## config.mk

```make
export PLATFORM = sky130hd
export DESIGN_NAME = edge_overlay
export DESIGN_NICKNAME = d
export VERILOG_FILES = /design/src/rtl/edge_overlay.sv
export SDC_FILE = /design/constraint.sdc
export NUM_CORES = 1
export LEC_CHECK = 0
export CORE_MARGIN = 1.5
export CORE_UTILIZATION = 47
export CTS_CLUSTER_SIZE = 10
export DETAILED_ROUTE_END_ITERATION = 8
export HOLD_SLACK_MARGIN = 0.05
export PLACE_DENSITY_LB_ADDON = 0.15
export REMOVE_ABC_BUFFERS = 1
export SYNTH_ARGS = -nofsm -noshare
export SYNTH_HDL_FRONTEND = slang
export SYNTH_SLANG_ARGS = --single-unit
```

## constraint.sdc

```tcl
create_clock -name clk -period 2.85 [get_ports clk]
set_input_delay 0.855 -clock clk [delete_from_list [all_inputs] [get_ports clk]]
set_output_delay 0.855 -clock clk [all_outputs]
set_load 0.005 [all_outputs]
```

## src/rtl/edge_overlay.sv

```systemverilog
// edge_overlay: merges the Sobel edge map with delay-aligned HDMI video and counts edge pixels per frame.
// Latency: 1 cycle from edge_* inputs, DELAY+1 cycles from hdmi_* inputs.
// Backpressure: none; free-running pixel stream, one pixel accepted and produced every clk.
module edge_overlay #(
    parameter int          DELAY      = 2,
    parameter logic [23:0] EDGE_COLOR = 24'h00FF00,
    parameter int          CNT_W      = 22
) (
    input  logic             clk,
    input  logic             reset,
    input  logic             hdmi_de,
    input  logic             hdmi_vsync,
    input  logic             hdmi_hsync,
    input  logic [23:0]      hdmi_data_in,
    input  logic             edge_de,
    input  logic             edge_vsync,
    input  logic             edge_hsync,
    input  logic [23:0]      edge_data_out,
    input  logic [1:0]       mode_in,
    output logic             out_de,
    output logic             out_vsync,
    output logic             out_hsync,
    output logic [23:0]      out_data,
    output logic [CNT_W-1:0] edge_count,
    output logic             edge_count_valid
);

    localparam logic [1:0] MODE_PASS    = 2'd0;
    localparam logic [1:0] MODE_EDGE    = 2'd1;
    localparam logic [1:0] MODE_OVERLAY = 2'd2;
    localparam logic [1:0] MODE_DIM     = 2'd3;

    typedef struct packed {
        logic        hs;
        logic        vs;
        logic        de;
        logic [23:0] rgb;
    } raw_t;

    raw_t             chain [DELAY];
    raw_t             raw_q;
    logic [23:0]      raw_d;
    logic             raw_de_d;
    logic             raw_vs_d;
    logic             raw_hs_d;
    logic             unused_raw_sync;

    logic [1:0]       mode_q;
    logic             prev_vsync;
    logic [CNT_W-1:0] run_cnt;
    logic [CNT_W-1:0] cnt_inc;
    logic             is_edge;
    logic             vs_rise;
    logic [23:0]      pix_next;

    // Raw video is delayed so that it lines up with the edge stage's pipeline.
    always_ff @(posedge clk) begin
        if (reset) begin
            for (int i = 0; i < DELAY; i++) begin
                chain[i] <= '0;
            end
        end else begin
            chain[0] <= '{hs: hdmi_hsync, vs: hdmi_vsync, de: hdmi_de, rgb: hdmi_data_in};
            for (int i = 1; i < DELAY; i++) begin
                chain[i] <= chain[i-1];
            end
        end
    end

    assign raw_q    = chain[DELAY-1];
    assign raw_d    = raw_q.rgb;
    assign raw_de_d = raw_q.de;
    assign raw_vs_d = raw_q.vs;
    assign raw_hs_d = raw_q.hs;

    // Output timing is taken from the edge stream, so the delayed raw syncs are not consumed.
    assign unused_raw_sync = ^{raw_de_d, raw_vs_d, raw_hs_d};

    assign is_edge = edge_de & (edge_data_out != 24'd0);
    assign vs_rise = edge_vsync & ~prev_vsync;
    assign cnt_inc = (is_edge && (run_cnt != '1)) ? run_cnt + CNT_W'(1) : run_cnt;

    always_comb begin
        pix_next = 24'd0;
        if (edge_de) begin
            case (mode_q)
                MODE_PASS:    pix_next = raw_d;
                MODE_EDGE:    pix_next = is_edge ? 24'hFFFFFF : 24'd0;
                MODE_OVERLAY: pix_next = is_edge ? EDGE_COLOR : raw_d;
                MODE_DIM:     pix_next = is_edge ? EDGE_COLOR :
                                         {1'b0, raw_d[23:17], 1'b0, raw_d[15:9], 1'b0, raw_d[7:1]};
                default:      pix_next = 24'd0;
            endcase
        end
    end

    always_ff @(posedge clk) begin
        if (reset) begin
            out_de           <= 1'b0;
            out_vsync        <= 1'b0;
            out_hsync        <= 1'b0;
            out_data         <= 24'd0;
            edge_count       <= '0;
            edge_count_valid <= 1'b0;
            mode_q           <= MODE_PASS;
            prev_vsync       <= 1'b0;
            run_cnt          <= '0;
        end else begin
            out_de     <= edge_de;
            out_vsync  <= edge_vsync;
            out_hsync  <= edge_hsync;
            out_data   <= pix_next;
            prev_vsync <= edge_vsync;
            // The vs_rise pixel itself still belongs to the closing frame: it is counted and uses the old mode.
            if (vs_rise) begin
                mode_q           <= mode_in;
                edge_count       <= cnt_inc;
                run_cnt          <= '0;
                edge_count_valid <= 1'b1;
            end else begin
                run_cnt          <= cnt_inc;
                edge_count_valid <= 1'b0;
            end
        end
    end

endmodule

```

Word level (Yosys, flattened, before mapping)
Memory sizes are Yosys's and may differ from the RTL's.
Index checks and enable logic that the tools add are counted.
{"block": "op_classes", "n_addsub": 1, "eq_ne": 4, "n_mux": 11, "n_bitwise": 6, "reduce_logical": 5}
{"op": "one-hot mux 24 bit (4 select lines)", "count": 1}
{"op": "2-to-1 mux 27 bit", "count": 2}
{"op": "2-to-1 mux 24 bit", "count": 2}
{"op": "nonzero test 24 bit", "count": 1}
{"op": "2-to-1 mux 23 bit", "count": 1}
{"op": "adder 22 x 1 -> 22 bit, second input constant", "count": 1}
{"op": "2-to-1 mux 22 bit", "count": 1}
{"op": "!= test 22 bit, second input constant", "count": 1}
{"op": "equality test 2 bit, second input constant", "count": 2}
{"op": "2-to-1 mux 1 bit", "count": 4}
{"op": "OR reduction 2 bit", "count": 2}
{"op": "bitwise AND 1 bit", "count": 2}
{"op": "equality test 2 x 1 -> 1 bit, second input constant", "count": 1}
{"op": "logical NOT 2 bit", "count": 1}
{"op": "inverter 1 bit", "count": 2}
{"op": "bitwise OR 1 bit", "count": 2}
{"op": "logical AND 1 bit", "count": 1}
{"block": "totals", "regBits": 74, "ram_bits": 54, "inputBits": 58, "out_inout_bits": 50, "wordCells": 36, "n_memories": 1}
{"name": "chain", "depth": 2, "word_bits": 27, "read_ports": 2, "rd_ports_with_merged_regs": 0, "wr": 2, "line": "40", "source": "raw_t chain [DELAY];"}

Depth between registers and ports, before layout
{"block": "depth", "depth_word": 4, "depth_mapped": 8, "mapped_depth_nobuf": 6}

Least setup slack after synthesis
Ideal clock, no wire load.
{"block": "synth_path", "path_type": "input port to flip-flop", "startpoint": "input port edge_data_out[12]", "endpoint": "register out_data[16]", "setup_time_ns": 0.138, "arrival_ns": 2.265, "required_time_ns": 2.712, "setup_slack_ns": 0.447, "path_stages": 6, "path_buffers": 1, "cell_sequence": "nor4_1 -> nand4_1 -> o21a_1 -> o31ai_1 -> clkbuf_1 -> a211oi_1"}
{"block": "synth_between", "elab_chain_len": 4, "elab_cells_between_ends": 6, "classes_between": "mux: 4; bitwise: 1; reduce/logical: 1"}
{"element": "from (decl)", "line": "18", "source": "input logic [23:0] edge_data_out,"}
{"element": "nonzero test 24 bit *", "line": "79", "source": "assign is_edge = edge_de & (edge_data_out != 24'd0);"}
{"element": "bitwise AND 1 bit *", "line": "79"}
{"element": "2-to-1 mux 23 bit, or another cell as far along", "line": "90", "source": "MODE_DIM: pix_next = is_edge ? EDGE_COLOR :"}
{"element": "one-hot mux 24 bit (4 select lines) *", "line": "86", "source": "case (mode_q)"}
{"element": "to (signal assigned)", "line": "112", "source": "out_data <= pix_next;"}
{"element": "to (decl)", "line": "23", "source": "output logic [23:0] out_data,"}
Every way passes the cells marked *; elsewhere a longest branch is shown, timed or not.
A chain may end at the register's enable or synchronous reset.

Final worst setup path
{"block": "layout_path", "startpoint": "register run_cnt[2]", "endpoint": "register run_cnt[17]"}
{"block": "layout_between", "elab_chain_len": 3, "elab_cells_between_ends": 4, "classes_between": "add/sub: 1; eq/ne: 1; mux: 1; reduce/logical: 1"}
{"element": "from (decl)", "line": "50", "source": "logic [CNT_W-1:0] run_cnt;"}
{"element": "from (signal assigned)", "line": "121", "source": "run_cnt <= cnt_inc;"}
{"element": "parallel branches: the longest is 2 deep, another holds adder 22 x 1 -> 22 bit"}
{"element": "2-to-1 mux 22 bit *", "line": "81", "source": "assign cnt_inc = (is_edge && (run_cnt != '1)) ? run_cnt + CNT_W'(1) : run_cnt;"}
Mark *: on every way between the ends.

==> results.toml <==
[status]
status = "finished clean"

[timing]
worst_slew_pin_slew_ps = 867
hold_viol = 0
max_freq_ghz = 0.417
fin_crit_ps = 2400
slew_viol_final = 0
finClkSkew_ps = 7.32
final.setup.tns_ps = 0
max_slew_margin = 0.421
rsz0062_at_grt = "no"
period_share = 0.841
finalSetupViolations = 0

[grt]
grt_use_total = 0.226
overflow = 0
grt_start_max_net_pins = 53
grt_pass1_wl_um = 19900
grt_pass1_vias = 4153
antenna_found_initial = 0

[yosys]
synth_common_cells = "dfxtp_1 (122), nor2b_1 (50), clkbuf_1 (34)"
syn_area_um2 = 4900
synthCells = 536
yosys.area.top_type = "dfxtp_1"
synth-seq-cells = 122
async_flop_share = 0
synth_edf_count = 0
avgSynthCellArea_um2 = 9.15
ys.flop_type = "dfxtp_1"
synth_area_leaders = "dfxtp_1 (50%), nor2b_1 (6.4%), nand3_1 (3.2%)"
yosys.cell_count.top_type = "dfxtp_1"
seq_area_frac_synth = 0.498
synth_warnings = 0
synth_top_area_share = 0.498
ys_types = 44

[clock_network]
h-tree-depth = 4
clk_pin_slew_ps = 60
cts_root_buf = "clkbuf_8"
cts_tree = "yes"
clock-sinks = 122
cts_resized = 0
clk_latency_ps = 510
clk_path_buf_depth = 2
postCtsSetupRepairBufs = 0
numCtsBuffers = 17
holdBufCountCts = 0

[setup_path]
crit_family = "simple AND/OR/NAND/NOR gates"
worstPathRequired_ps = 3280
start_kind = "flip-flop"
r2r_end = "run_cnt[17]$_SDFF_PP0_"
path_depth = 5
r2r_start = "run_cnt[2]$_SDFF_PP0_"
max_stage_delay_ps = 570
crit_start = "run_cnt[2]$_SDFF_PP0_"
cpMaxStageDelayCell = "nor4_2"
critPathCaptureType = "flip-flop"
path_cells = "nand4_1, nor4_2, o211ai_1, or4_1, a21oi_1"
worst-path-buf-inv = 0
cp.arrival_ps = 2830
crit_type = "flip-flop to flip-flop"
regToRegSetupSlack_ps = 450
r2r_cells = 5
worst-path-max-fanout = 9
crit_path_end = "run_cnt[17]$_SDFF_PP0_"

[cells_and_area]
nets = 686
antenna_cells = 0
finish.utilization = 0.654
final_cells = 775
drive_above_1_share = 0.0923
fill_cells = 828
area_delta_synth_final_pct = 36.4

[worst_hold_path]
hold_path.startpoint = "chain[0][17]$_SDFF_PP0_"
hp-class = "flip-flop to flip-flop"

[route]
routedWlPerCell_um = 15.5
wirelength_um = 12000
dr_total_vias = 4447
drt_iter0_markers = 159
vias_per_cell = 5.74
drc = 0
ant_nets = 0
firstDrtPassIters = 5

[placement]
gp_congestion = 0.809
dp.cells = 744
dp_hpwl_um = 7610
io_buffer_count = 104

[power_and_ir_drop]
ir_drop_mv = 0.486
powerDensity_nw_per_um2 = 647
p_leak_nw = 2.36

[floorplan]
die_y_um = 105
start_util = 0.479
fp.coreArea_um2 = 10200
rows = 37
io_pins = 108
dieArea_um2 = 11100
die_w_um = 105

[run]
max_cap_viol_count = 0
sequential cells by signal, summed over array words and instances (netlist names):
| signal | count |
|---|---|
| chain | 48 |
| out_hsync | 1 |
| out_data | 24 |
| edge_count_valid | 1 |
| run_cnt | 22 |
| mode_q | 2 |
| prev_vsync | 1 |
| edge_count | 22 |
| out_de | 1 |
stage by stage:
stage                     setup slack [ps]  hold WS (ps)  power [mW]  instance area [µm²]
after CTS                              485           439        4.36                 6690
after global placement               -5.60           418        2.09                 6060
after floorplan                      -1510           414        1.91                 4680
final                                  453           436        4.33                 6690
after global routing                   292           449        4.46                 6690
after detailed placement             -46.0           425        2.10                 6060
worst min-delay path by stage:
stage,endpoint,slack (ps),depth (start not counted)
after global routing,chain[0][33]$_SDFF_PP0_,450,1
after floorplan,chain[0][27]$_SDFF_PP0_,410,1
after detailed placement,chain[0][29]$_SDFF_PP0_,420,1
after CTS,chain[0][44]$_SDFF_PP0_,440,1
final,chain[0][44]$_SDFF_PP0_,440,1
after global placement,chain[0][29]$_SDFF_PP0_,420,1
power breakdown:
part	switching [mW]	internal [mW]
registers	0.0242	1.76
clock network	0.828	1.44
logic	0.129	0.148
total	0.982	3.34
cells by family (layout without fill, tap and decap cells):
family	after synthesis	after routing	share of synthesized area
AND/OR/NAND/NOR	217	217	0.253
AO/OA/AOI/OAI	138	138	0.194
flip-flops	122	122	0.498
buffers and inverters	58	161	0.0523
adder cells (fa/ha/maj)	1	1	0.00255
worst register-to-register path, stage by stage (launching register included):
cell and delay [ps]:
dfxtp_1 480, nand4_1 250, nor4_2 570, o211ai_1 370, or4_1 470, a21oi_1 190
routing by layer:
layer	wire, µm	GRT usage
met5	0	0
met4	183	0.0812
met3	751	0.0649
met2	6080	0.394
met1	5030	0.262
layout by cell type, fill, tap and decap left out, types with 9 or more instances in the layout:
cell and instances:
nor3_1 16, clkbuf_16 16, nand4_1 16, o31ai_1 18, clkdlybuf4s50_1 103, a211oi_1 15
nor2_1 27, o21ai_0 26, a21oi_1 23, buf_4 13, dfxtp_1 122, nand2_1 27
a32oi_1 10, inv_1 9, o211ai_1 14, or4_1 18, nor2b_1 50, nand3_1 31
area by class of cell:
type,count,area [µm²],area share
well taps,136,170,0.0254
multi-input cells,356,2220,0.332
inverters,10,37.5,0.00561
repair buffers,120,1190,0.179
flip-flops and latches,122,2440,0.365
clock buffers,17,414,0.0619
clock inverters,14,208,0.0311
No activity file was read; power rests on OpenSTA's default activity.
